File: src/rtl/puf_test_scheduler_pkg.sv
// Shared types for the PUF test scheduler: FSM state encoding and result memory layout.
package puf_test_scheduler_pkg;

    typedef enum logic [2:0] {
        ST_IDLE,
        ST_CLKSW,
        ST_RUN,
        ST_SAMPLE,
        ST_STORE,
        ST_NEXT,
        ST_DONE
    } state_t;

    localparam int COUNT_W = 8;

    // Results are laid out phase-major: each phase owns a block of `stride` consecutive words.
    function automatic int result_addr(input int phase, input int idx, input int stride);
        return phase * stride + idx;
    endfunction

endpackage

File: src/rtl/puf_test_scheduler_pass.sv
// Per-test saturating pass counters, summed over the rounds of one phase.
module pass_accumulator #(
    parameter int N_TESTS = 8
) (
    input  logic                   clk_1,
    input  logic                   rst,
    input  logic                   add_en,
    input  logic                   clr,
    input  logic [N_TESTS-1:0]     pass_in,
    output logic [N_TESTS*8-1:0]   counts
);

    always_ff @(posedge clk_1) begin
        if (rst || clr) begin
            counts <= '0;
        end else if (add_en) begin
            for (int i = 0; i < N_TESTS; i++) begin
                if (pass_in[i] && (counts[i*8 +: 8] != 8'hFF)) begin
                    counts[i*8 +: 8] <= counts[i*8 +: 8] + 8'd1;
                end
            end
        end
    end

endmodule

File: src/rtl/puf_test_scheduler.sv
// Multi-phase sequencer: clock select/settle, bit-counted NIST rounds, pass-count
// accumulation and write-out of N_TESTS counts per phase to result memory.
//
// state  | meaning
// IDLE   | waiting for start
// CLKSW  | test clock selected, NIST block held in clear for SETTLE cycles
// RUN    | counting response bits of the current round
// SAMPLE | accumulating the round's pass flags
// STORE  | writing pass counts to memory, one per accepted write
// NEXT   | clearing accumulators, advancing phase
// DONE   | all phases written; start restarts at phase 0
module puf_test_scheduler
    import puf_test_scheduler_pkg::*;
#(
    parameter int N_PHASE        = 3,
    parameter int BITS_PER_ROUND = 20000,
    parameter int ROUNDS         = 255,
    parameter int N_TESTS        = 8,
    parameter int ADDR_W         = 13,
    parameter int SETTLE         = 4
) (
    input  logic               clk_1,
    input  logic               rst,
    input  logic               start,
    input  logic               bit_valid,
    input  logic [N_TESTS-1:0] test_result,
    input  logic               mem_ready,
    output logic               busy,
    output logic               done,
    output logic [1:0]         phase_id,
    output logic               sel_clk_test,
    output logic               nist_clear,
    output logic               mem_we,
    output logic [ADDR_W-1:0]  mem_waddr,
    output logic [7:0]         mem_din
);

    localparam int BIT_W = (BITS_PER_ROUND > 2) ? $clog2(BITS_PER_ROUND) : 1;
    localparam int SET_W = (SETTLE > 1) ? $clog2(SETTLE) : 1;
    localparam int IDX_W = (N_TESTS > 1) ? $clog2(N_TESTS) : 1;

    localparam logic [BIT_W-1:0] BIT_LAST   = BIT_W'(BITS_PER_ROUND - 1);
    localparam logic [SET_W-1:0] SET_LAST   = SET_W'(SETTLE - 1);
    localparam logic [7:0]       ROUND_LAST = 8'(ROUNDS);
    localparam logic [IDX_W-1:0] IDX_LAST   = IDX_W'(N_TESTS - 1);
    localparam logic [1:0]       PHASE_LAST = 2'(N_PHASE - 1);

    state_t                 state, state_nxt;
    logic [BIT_W-1:0]       bit_cnt;
    logic [SET_W-1:0]       settle_cnt;
    logic [7:0]             round_cnt;
    logic [IDX_W-1:0]       idx;
    logic [N_TESTS*8-1:0]   counts;
    logic                   start_ok;

    assign start_ok = start && ((state == ST_IDLE) || (state == ST_DONE));

    always_comb begin
        state_nxt = state;
        unique case (state)
            ST_IDLE, ST_DONE: if (start) state_nxt = ST_CLKSW;
            ST_CLKSW:         if (settle_cnt == '0) state_nxt = ST_RUN;
            ST_RUN:           if (bit_valid && (bit_cnt == BIT_LAST)) state_nxt = ST_SAMPLE;
            ST_SAMPLE:        state_nxt = ((round_cnt + 8'd1) == ROUND_LAST) ? ST_STORE : ST_RUN;
            ST_STORE:         if (mem_ready && (idx == IDX_LAST)) state_nxt = ST_NEXT;
            ST_NEXT:          state_nxt = (phase_id == PHASE_LAST) ? ST_DONE : ST_CLKSW;
            default:          state_nxt = ST_IDLE;
        endcase
    end

    always_ff @(posedge clk_1) begin
        if (rst) begin
            state        <= ST_IDLE;
            bit_cnt      <= '0;
            settle_cnt   <= '0;
            round_cnt    <= '0;
            idx          <= '0;
            phase_id     <= '0;
            sel_clk_test <= 1'b0;
        end else begin
            state <= state_nxt;

            // The clock select only moves together with entry into CLKSW.
            if (start_ok) begin
                phase_id     <= '0;
                sel_clk_test <= 1'b0;
                settle_cnt   <= SET_LAST;
            end else if ((state == ST_NEXT) && (phase_id != PHASE_LAST)) begin
                phase_id     <= phase_id + 2'd1;
                sel_clk_test <= 1'b1;
                settle_cnt   <= SET_LAST;
            end else if ((state == ST_CLKSW) && (settle_cnt != '0)) begin
                settle_cnt <= settle_cnt - 1'b1;
            end

            if ((state == ST_RUN) && bit_valid) begin
                bit_cnt <= (bit_cnt == BIT_LAST) ? '0 : bit_cnt + 1'b1;
            end

            if (state == ST_SAMPLE) begin
                round_cnt <= round_cnt + 8'd1;
            end else if (state == ST_NEXT) begin
                round_cnt <= '0;
            end

            if ((state == ST_STORE) && mem_ready) begin
                idx <= (idx == IDX_LAST) ? '0 : idx + 1'b1;
            end
        end
    end

    pass_accumulator #(
        .N_TESTS (N_TESTS)
    ) u_pass_acc (
        .clk_1   (clk_1),
        .rst     (rst),
        .add_en  (state == ST_SAMPLE),
        .clr     (state == ST_NEXT),
        .pass_in (test_result),
        .counts  (counts)
    );

    assign busy       = (state != ST_IDLE) && (state != ST_DONE);
    assign done       = (state == ST_DONE);
    assign nist_clear = (state == ST_CLKSW);
    assign mem_we     = (state == ST_STORE);
    assign mem_waddr  = ADDR_W'(result_addr(int'(phase_id), int'(idx), N_TESTS));
    assign mem_din    = counts[idx*8 +: 8];

endmodule

File: config.mk
export PLATFORM = sky130hd
export DESIGN_NAME = puf_test_scheduler
export DESIGN_NICKNAME = d
export VERILOG_FILES = /design/src/rtl/puf_test_scheduler_pkg.sv /design/src/rtl/puf_test_scheduler_pass.sv /design/src/rtl/puf_test_scheduler.sv
export SDC_FILE = /design/constraint.sdc
export NUM_CORES = 1
export LEC_CHECK = 0
export CORE_ASPECT_RATIO = 0.6
export CORE_MARGIN = 5
export CORE_UTILIZATION = 63
export DETAILED_ROUTE_END_ITERATION = 16
export GPL_ROUTABILITY_DRIVEN = 0
export PLACE_DENSITY = 0.85
export SETUP_SLACK_MARGIN = 0.4
export SYNTH_ARGS = -nofsm -noshare
export SYNTH_HDL_FRONTEND = slang
export SYNTH_SLANG_ARGS = --single-unit
File: constraint.sdc
create_clock -name clk_1 -period 5.9 [get_ports clk_1]
set_clock_uncertainty 0.15 [all_clocks]
set_input_delay 0.885 -clock clk_1 [delete_from_list [all_inputs] [get_ports clk_1]]
set_output_delay 0.885 -clock clk_1 [all_outputs]
set_load 0.1 [all_outputs]
**After elaboration in Yosys (flattened, before gate mapping)**

Index checks and enable logic that the tools add are counted.

- Bits in registers: 98
- Bits of input ports: 13
- Logic and storage cells: 103

- $add $sub $neg: 14
- Equal/unequal tests: 24
- Shift operators: 1
- Muxes and demuxes: 14
- Reductions and logical operators: 35

Operators by type and width:

| kind | count |
|---|---|
| 8-bit by 1-bit adder with 8-bit output, second input constant | 9 |
| 8-bit inequality test, second input constant | 8 |
| 64-bit by 7-bit indexed part select with 8-bit output | 1 |
| 3-bit two-way mux | 7 |
| 3-bit case mux with 6 select lines | 1 |
| 1-bit logical AND | 16 |
| 8-bit two-way mux | 2 |
| 2-bit AND reduction | 8 |
| 15-bit by 1-bit adder with 15-bit output, second input constant | 1 |
| 15-bit equality test, second input constant | 1 |
| 15-bit two-way mux | 1 |
| 3-bit equality test, second input constant | 4 |
| 8-bit equality test, second input constant | 1 |
| 5-bit by 3-bit adder with 6-bit output | 1 |
| 3-bit by 2-bit equality test with 1-bit output, second input constant | 2 |
| 2-bit two-way mux | 3 |
| 2-bit inequality test, second input constant | 3 |
| 3-bit nonzero test | 2 |
| 2-bit by 1-bit inequality test with 1-bit output, second input constant | 2 |
| 4-bit AND reduction | 1 |
| 2-bit nonzero test | 2 |
| 2-bit OR reduction | 2 |
| 3-bit by 1-bit adder with 3-bit output, second input constant | 1 |
| 3-bit by 1-bit equality test with 1-bit output, second input constant | 1 |
| other kinds (7) | 8 |

**Logic depth before layout (Yosys ltp)**

Gate-level depths: netlist of the first run.

- Word-level depth: 5
- Gate-level depth with buffers: 8
- Depth with buffers taken out: 7

**Modules after synthesis**

From an unflattened synthesis of the first run, not the netlist that was laid out.

- Cells, all modules: 616
- Area, all modules: 5494.0 um^2

Modules (own cells, without submodules):

| module | times used | cells each | area an instance (um^2) | seq. area each (um^2) |
|---|---|---|---|---|
| pass_accumulator | 1 | 344 | 3035.4 | 1281.2 |
| puf_test_scheduler | 1 | 272 | 2458.6 | 680.7 |

**Worst setup path after synthesis of the first run**

OpenSTA, ideal clock, no wires.

- Kind: reg2out
- From: reg idx[0]
- To: out mem_din[6]
- Data arrival time: 2.595 ns
- Required time: 4.865 ns
- Setup slack: 2.270 ns
- Stages on the path, launching flop included: 5
- Path buffers: 2
- Cells stage by stage: dfxtp_1 -> buf_2 -> buf_2 -> mux4_2 -> mux2_2

- Word-level cells in the longest chain between the ends: 1

RTL lines:

| item | RTL line | source |
|---|---|---|
| from (decl) | puf_test_scheduler.sv:52 | `logic [IDX_W-1:0] idx;` |
| from (signal assigned) | puf_test_scheduler.sv:107 | `idx <= (idx == IDX_LAST) ? '0 : idx + 1'b1;` |
| 64-bit by 7-bit indexed part select with 8-bit output | puf_test_scheduler.sv:128 | `assign mem_din = counts[idx*8 +: 8];` |
| to (decl) | puf_test_scheduler.sv:35 | `output logic [7:0] mem_din` |

No other way between the ends.

**Final worst setup path of the first run**

- From: reg idx[0]
- To: out mem_din[2]

Same word-level chain as after synthesis.

==> metrics.md, run 1 <==
| Metric | Value |
|---|---|
| CP startpoint kind | flip-flop |
| Overflow after GRT | 0 |
| Area of the die | 0.0105 mm2 |
| Core Region | 0.00839 mm2 |
| Ys flop type | dfxtp_1 |
| Hold Path Stages | 2 |
| Top Metal Used | met4 |
| Routed Antenna Nets | 0 |
| Total Wirelength | 12800 um |
| Antenna diodes | 0 |
| RSZ-0062 raised after global routing | no |
| Gr usage total | around 25% |
| Global-route wire length before repair | 20300 um |
| Synth Area in Simple Gates | about a quarter |
| Final hold slack | ~0.34 ns |
| DR WL met3 | about 1300 um |
| VDD IR max | around 0.00014 V |
| Synthesized area per cell | 8.82 um2 |
| FF-to-FF path depth | 4 |
| Initial antenna violation count | 0 |
| Gates resized, CTS repair | 0 |
| Metal-1 WL | between 5000 and 6000 um |
| CTS root buf | clkbuf_16 |
| Area of the mapped netlist | 0.00535 mm2 |
| P per Cell Area | about 230 mW/mm2 |
| Post-synth EDFFs | 0 |
| Status | complete, no violations |
| Max incr delay on CP | roughly 0.98 ns |
| Area grow syn2layout | 10.7% |
| Drt wl/cell | 17.3 um |
| Reg clk slew, reported paths | ~0.06 ns |
| Critical Path Fanout Max | 20 |
| Max Cap Viol | 0 |
| Crit end category | output pin |
| Top cell type's share of synthesized area | a little under two fifths |
| DR vias/cell | slightly above 6 |
| Largest net degree at the start of global routing | 65 |
| Hold WC Path Type | flip-flop to flip-flop |
| Initial core utilization | a little under two thirds |
| Routed wl met2 | around 5500 um |
| Final worst path period share | between 70 and 80% |
| Port Buffers | 32 |
| Hold-fix buffers, CTS | 0 |
| Detailed placement HPWL | ~9300 um |
| CTS Buffer Depth | 2 |
| Final hold vios | 0 |
| Final Critical Period | between 4 and 5 ns |
| Residual DRC | 0 |
| Ratio of cells with drive above 1 in the final layout | under 10% |
| Cell count after placement | 721 |
| Vias in the first global route | about 4200 |
| Worst slew margin | around 17% |
| # IOs | 41 |
| Mux contribution to synthesized area | approximately a tenth |
| Worst Path Required | about 4.9 ns |
| Adder-cell share of the synthesized area | ~3.5% |
| Worst slew pin tran | roughly 1.2 ns |
| H-Tree Level Count | 3 |
| Post-synthesis cell count | 606 |
| CTS tree | yes |
| Die Height | 81.4 um |
| DRT iter0 DRCs | 588 |
| Critical path type | flip-flop to output pin |
| Post-DP Area | 0.00563 mm2 |
| Final net count | approximately 650 |
| Crit-path slowest cell | clkdlybuf4s50_1 |
| Post-synthesis xor/xnor area fraction | about 9% |
| Sink Count | 98 |
| Distinct cells, synth | 53 |
| Synth area leaders | dfxtp_1 (37%), mux4_2 (6.7%), nor2_1 (6.5%) |
| Die width | ~130 um |
| First-pass detailed-route iteration total | 5 |
| Ys async rst share | 0% |
| Max Fclk | between 200 and 250 MHz |
| Final setup violation count | 0 |
| Post-synthesis compound-gate area fraction | 11.2% |
| CP cell instances | mux4_2, mux2_2, clkdlybuf4s50_1 |
| Vias | 4554 |
| Post-layout utilization of the core | between 70% and 80% |
| Slew Viols, Final | 0 |
| Post-synth top area cell | dfxtp_1 |
| Register bit total from synthesis | 98 |
| Worst-Skew Late Latency | roughly 0.34 ns |
| Finished Cell Area | around 0.0059 mm2 |
| Synth warn | 0 |
| Num CTS Buffers | 9 |
| Non-filler cells, final | 737 |
| Setup bufs post-CTS | 0 |
| Placement Rows | 26 |
| Setup TNS | 0 ns |
| Main combinational cell family by area after synthesis | simple AND/OR/NAND/NOR gates |
| Arrival time at the worst endpoint | 3.18 ns |
| Seq/Total Area, Yosys | between 30% and 40% |
| LEAKAGE | ~0.002 uW |
## synthesized netlist by cell type (5+ instances only)
| master | n |
|---|---|
| ha_1 | 15 |
| nor2_1 | 93 |
| nand3_1 | 37 |
| a21oi_1 | 33 |
| inv_1 | 17 |
| nand2_1 | 46 |
| xor2_1 | 19 |
| mux2i_1 | 11 |
| nor3_1 | 25 |
| nand4_1 | 11 |
| o21ai_0 | 26 |
| or3_1 | 20 |
| mux4_2 | 16 |
| mux2_2 | 9 |
| xnor2_1 | 36 |
| clkbuf_1 | 18 |
| buf_4 | 12 |
| o41ai_1 | 5 |
| o211ai_2 | 6 |
| dfxtp_1 | 98 |
## placed cells by master (no fill, tap or decap), types with 3 or more instances in the layout
cell type and count:
nand3_1 37, clkdlybuf4s50_1 32, and3_1 3, o21ai_0 26, inv_1 17, nor3_1 25, mux4_2 16, mux2i_1 11
a21oi_1 33, nor2_1 93, o41ai_1 5, clkbuf_16 9, ha_1 15, xor2_1 19, xnor2_1 36, mux2_2 9
and4_1 4, conb_1 8, o211ai_2 6, nand2_1 45, or3_1 20, dfxtp_1 98, nand4_1 11, a31oi_1 3
## per-stage QoR
stage	setup slack, ns	total power [uW]
CTS	1.66	1390
detailed placement	2.03	835
global route	1.56	1420
floorplan	2.27	809
finish	1.68	1380
global placement	2.13	830
## layout make-up
class / instances / area, um2
inverters: 17 / 63.8
fillers: 592 / 2480
well taps: 112 / 140
clock buffers: 12 / 256
repair buffers: 34 / 335
flip-flops and latches: 98 / 1960
clock inverters: 4 / 26.3
multi-input cells: 460 / 3130
## cells by family after synthesis
logic type               count (synthesis)
AO/OA/AOI/OAI                           90
buffers and inverters                   55
flip-flops                              98
XOR/XNOR                                55
other                                    1
multiplexers                            36
AND/OR/NAND/NOR                        256
adder cells (fa/ha/maj)                 15
## registers in the layout, summed over array words and instances (netlist names)
register,flops
idx,3
bit_cnt,15
u_pass_acc.counts,64
sel_clk_test,1
state,3
round_cnt,8
phase_id,2
settle_cnt,2
## metal layers
metal / up-vias / GRT usage (%)
met5: - / 0
met4: 0 / 7.34
met3: 20 / 8.21
met2: 205 / 36.4
met1: 2179 / 34.4
li1: 2150 / -
## worst max-delay path: cells and delay by family, from the launching register on
family   cells  cell delay, ns
buf+inv      1            0.98
flops        1            0.97
mux          2            0.89
## where the power goes
group          leakage, uW  switching (uW)  total (uW)  internal [uW]
clock network     0.000139             248         556            308
logic              0.00107             103         141           38.0
registers         0.000790            12.8         682            669
## final timing paths
| path | start | end | slack [ns] |
|---|---|---|---|
| setup / recovery | idx[0] | mem_din[2] | 1.68 |
| hold reg to reg | sel_clk_test | sel_clk_test | 0.34 |
| hold / removal | sel_clk_test | sel_clk_test | 0.34 |
| setup reg to reg | state[2] | u_pass_acc.counts[31] | 3.02 |
No activity file was read; power rests on OpenSTA's default activity.
==> inputs of run 2 (changes only) <==
--- a/config.mk
+++ b/config.mk
@@ -7,10 +7,10 @@
 export LEC_CHECK = 0
 export CORE_ASPECT_RATIO = 0.6
 export CORE_MARGIN = 5
-export CORE_UTILIZATION = 63
+export CORE_UTILIZATION = 59
 export DETAILED_ROUTE_END_ITERATION = 16
 export GPL_ROUTABILITY_DRIVEN = 0
-export PLACE_DENSITY = 0.85
+export PLACE_DENSITY = 0.8
 export SETUP_SLACK_MARGIN = 0.4
 export SYNTH_ARGS = -nofsm -noshare
 export SYNTH_HDL_FRONTEND = slang
==> constraint.sdc (replaced) <==
create_clock -name clk_1 -period 4.1 [get_ports clk_1]
set_clock_uncertainty 0.15 [all_clocks]
set_input_delay 0.615 -clock clk_1 [delete_from_list [all_inputs] [get_ports clk_1]]
set_output_delay 0.615 -clock clk_1 [all_outputs]
set_load 0.1 [all_outputs]
==> run 2 against run 1 <==
- non-clock buffer count grew 1
- total power increased by 55%
- utilization down 2.0 points
- largest cell class unchanged
- hold slack worse by 0.0041 ns
- first-iteration DRC count decreased by 25%
- global-route usage down 2.0 points
- flip-flop and latch count stayed put
==> metrics.md, run 2 (same netlist as run 1, synthesis figures left out) <==
| Metric | Value |
|---|---|
| Global-route wire length before repair | 20600 um |
| Setup crit end | mem_din[5] |
| Gr usage total | a little under a quarter |
| Clock network fraction of total power | approximately 45% |
| Max FFs per register | 64 |
| Reg2reg start | state[0] |
| Max incr delay on CP | between 0.9 and 1 ns |
| Area grow syn2layout | 11.3% |
| Hold-fix buffers, CTS | 0 |
| Top reg by flops | u_pass_acc.counts |
| P per Cell Area | roughly 360 mW/mm2 |
| Ratio of cells with drive above 1 in the final layout | ~12% |
| R2R Path End | u_pass_acc.counts[53] |
| Critical path origin | idx[0] |
| Crit end category | output pin |
| Reg2reg setup slack | 1.39 ns |
| DR vias/cell | ~6.1 |
| DRT iter0 DRCs | around 440 |
| Final hold slack | 0.332 ns |
| CTS tree | yes |
| Final worst path period share | between 70% and 80% |
| Critical path type | flip-flop to output pin |
| First-pass detailed-route iteration total | 5 |
| Most frequent cells in the layout | dfxtp_1 (98), nor2_1 (93), nand2_1 (45), nand3_1 (37), xnor2_1 (36) |
| VDD IR max | 0.000285 V |
| Setup TNS | 0 ns |
| Arrival time at the worst endpoint | about 2.4 ns |
| Slew Viols, Final | 0 |
| Overflow after GRT | 0 |
| Worst Path Required | 3.34 ns |
| Final net count | between 600 and 700 |
| Placement Rows | 26 |
| RSZ-0062 raised after global routing | no |
| Worst slew pin tran | ~1 ns |
| Combinational fraction of design power | under 10% |
| Vias | 4520 |
| Max Cap Viol | 0 |
| Critical Path Fanout Max | 20 |
| Switching part of the total power | 24.2% |
| Die Height | ~84 um |
| Detailed placement HPWL | between 8000 and 9000 um |
| Final setup violation count | 0 |
| # IOs | 41 |
| Sw Pwr | 519 uW |
| Area of the die | roughly 0.011 mm2 |
| Final Critical Period | 3.18 ns |
| Worst-Skew Late Latency | around 0.34 ns |
| Residual DRC | 0 |
| CTS Buffer Depth | 2 |
| Drt wl/cell | approximately 17 um |
| CP cell instances | mux4_2, mux2_2, buf_4 |
| Largest net degree at the start of global routing | 65 |
| Final hold vios | 0 |
| Num CTS Buffers | 9 |
| Routed Antenna Nets | 0 |
| Worst slew margin | between 30% and 40% |
| Flop pwr share | ~46% |
| Antenna diodes | 0 |
| Gates resized, CTS repair | 0 |
| Setup bufs post-CTS | 0 |
| Status | complete, no violations |
| Vias in the first global route | between 4000 and 5000 |
| Initial antenna violation count | 0 |
| Power Internal | 1620 uW |
| Core Region | a little under 0.009 mm2 |
| CTS root buf | clkbuf_16 |
| Fillers | approximately 690 |
| Reg clk slew, reported paths | 0.07 ns |
| Port Buffers | 32 |
| Die width | around 130 um |
| Sink Count | 98 |
| LEAKAGE | 0.00206 uW |
| Crit-path slowest cell | dfxtp_1 |
| Total Wirelength | 12500 um |
| Max Fclk | ~310 MHz |
| Hold WC Path Type | flip-flop to flip-flop |
| FF-to-FF path depth | 5 |
| CP startpoint kind | flip-flop |
| Largest regs | u_pass_acc.counts: 64 flops, bit_cnt: 15 flops, round_cnt: 8 flops |
| Most common cell after layout, fill and taps aside | dfxtp_1 |
| H-Tree Level Count | 3 |
| Initial core utilization | slightly above 60% |
-- run 2: cell count changes in the layout (fill, tap and decap cells not counted) --
cell	delta
buf_4	+15
clkdlybuf4s50_1	-14
bufinv_16	+3
clkbuf_1	-1
clkbuf_8	-1
clkinv_2	-1
clkinv_4	-1
-- run 2: how the worst min path moves through the flow --
stage | start | end | slack [ns] | cells after the start
2_1_floorplan | u_pass_acc.counts[23] | u_pass_acc.counts[23] | 0.32 | 2
3_3_place_gp | sel_clk_test | sel_clk_test | 0.31 | 2
3_5_place_dp | sel_clk_test | sel_clk_test | 0.32 | 2
4_1_cts | sel_clk_test | sel_clk_test | 0.33 | 2
5_1_grt | sel_clk_test | sel_clk_test | 0.36 | 2
6_report | sel_clk_test | sel_clk_test | 0.33 | 2
-- run 2: area by class of cell --
class	count	area, um2	area share, %
multi-input cells	460	3130	52.7
flip-flops and latches	98	1960	33.0
repair buffers	35	308	5.17
clock buffers	10	239	4.02
well taps	112	140	2.36
clock inverters	5	103	1.72
inverters	17	63.8	1.07
-- run 2: critical path, delay by kind of cell (launching register included) --
| kind | cells | cell delay (ns) |
|---|---|---|
| buffers and inverters | 1 | 0.24 |
| multiplexers | 2 | 0.90 |
| flip-flops | 1 | 0.93 |
-- run 2: through the flow --
stage / total power (uW) / util (%) / setup WS, ns / instances / area, um2
after floorplan: 1160 / - / 0.740 / 613 / 5370
after global placement: 1200 / 64.5 / 1.33 / 722 / 5610
after detailed placement: 1200 / 64.5 / 1.27 / 722 / 5610
after CTS: 2160 / 68.5 / 0.891 / 737 / 5950
after global routing: 2220 / 68.5 / 0.767 / 737 / 5950
final: 2140 / 68.5 / 0.924 / 737 / 5950
-- run 2: routing by layer --
| layer | track usage [%] | part of all wire [%] | vias to the layer above |
|---|---|---|---|
| li1 | - | - | 2165 |
| met1 | 34.3 | 48 | 2131 |
| met2 | 32.6 | 42 | 205 |
| met3 | 5.18 | 9.1 | 19 |
| met4 | 5.09 | 1.1 | 0 |
| met5 | 0 | 0 | - |
-- run 2: power groups by stage --
stage | Sequential, uW | Clock (uW) | Combinational [uW]
4_1_cts | 980 | 977 | 201
2_1_floorplan | 991 | 0 | 173
3_3_place_gp | 1000 | 0 | 194
6_report | 981 | 960 | 202
5_1_grt | 983 | 1020 | 217
3_5_place_dp | 1000 | 0 | 199
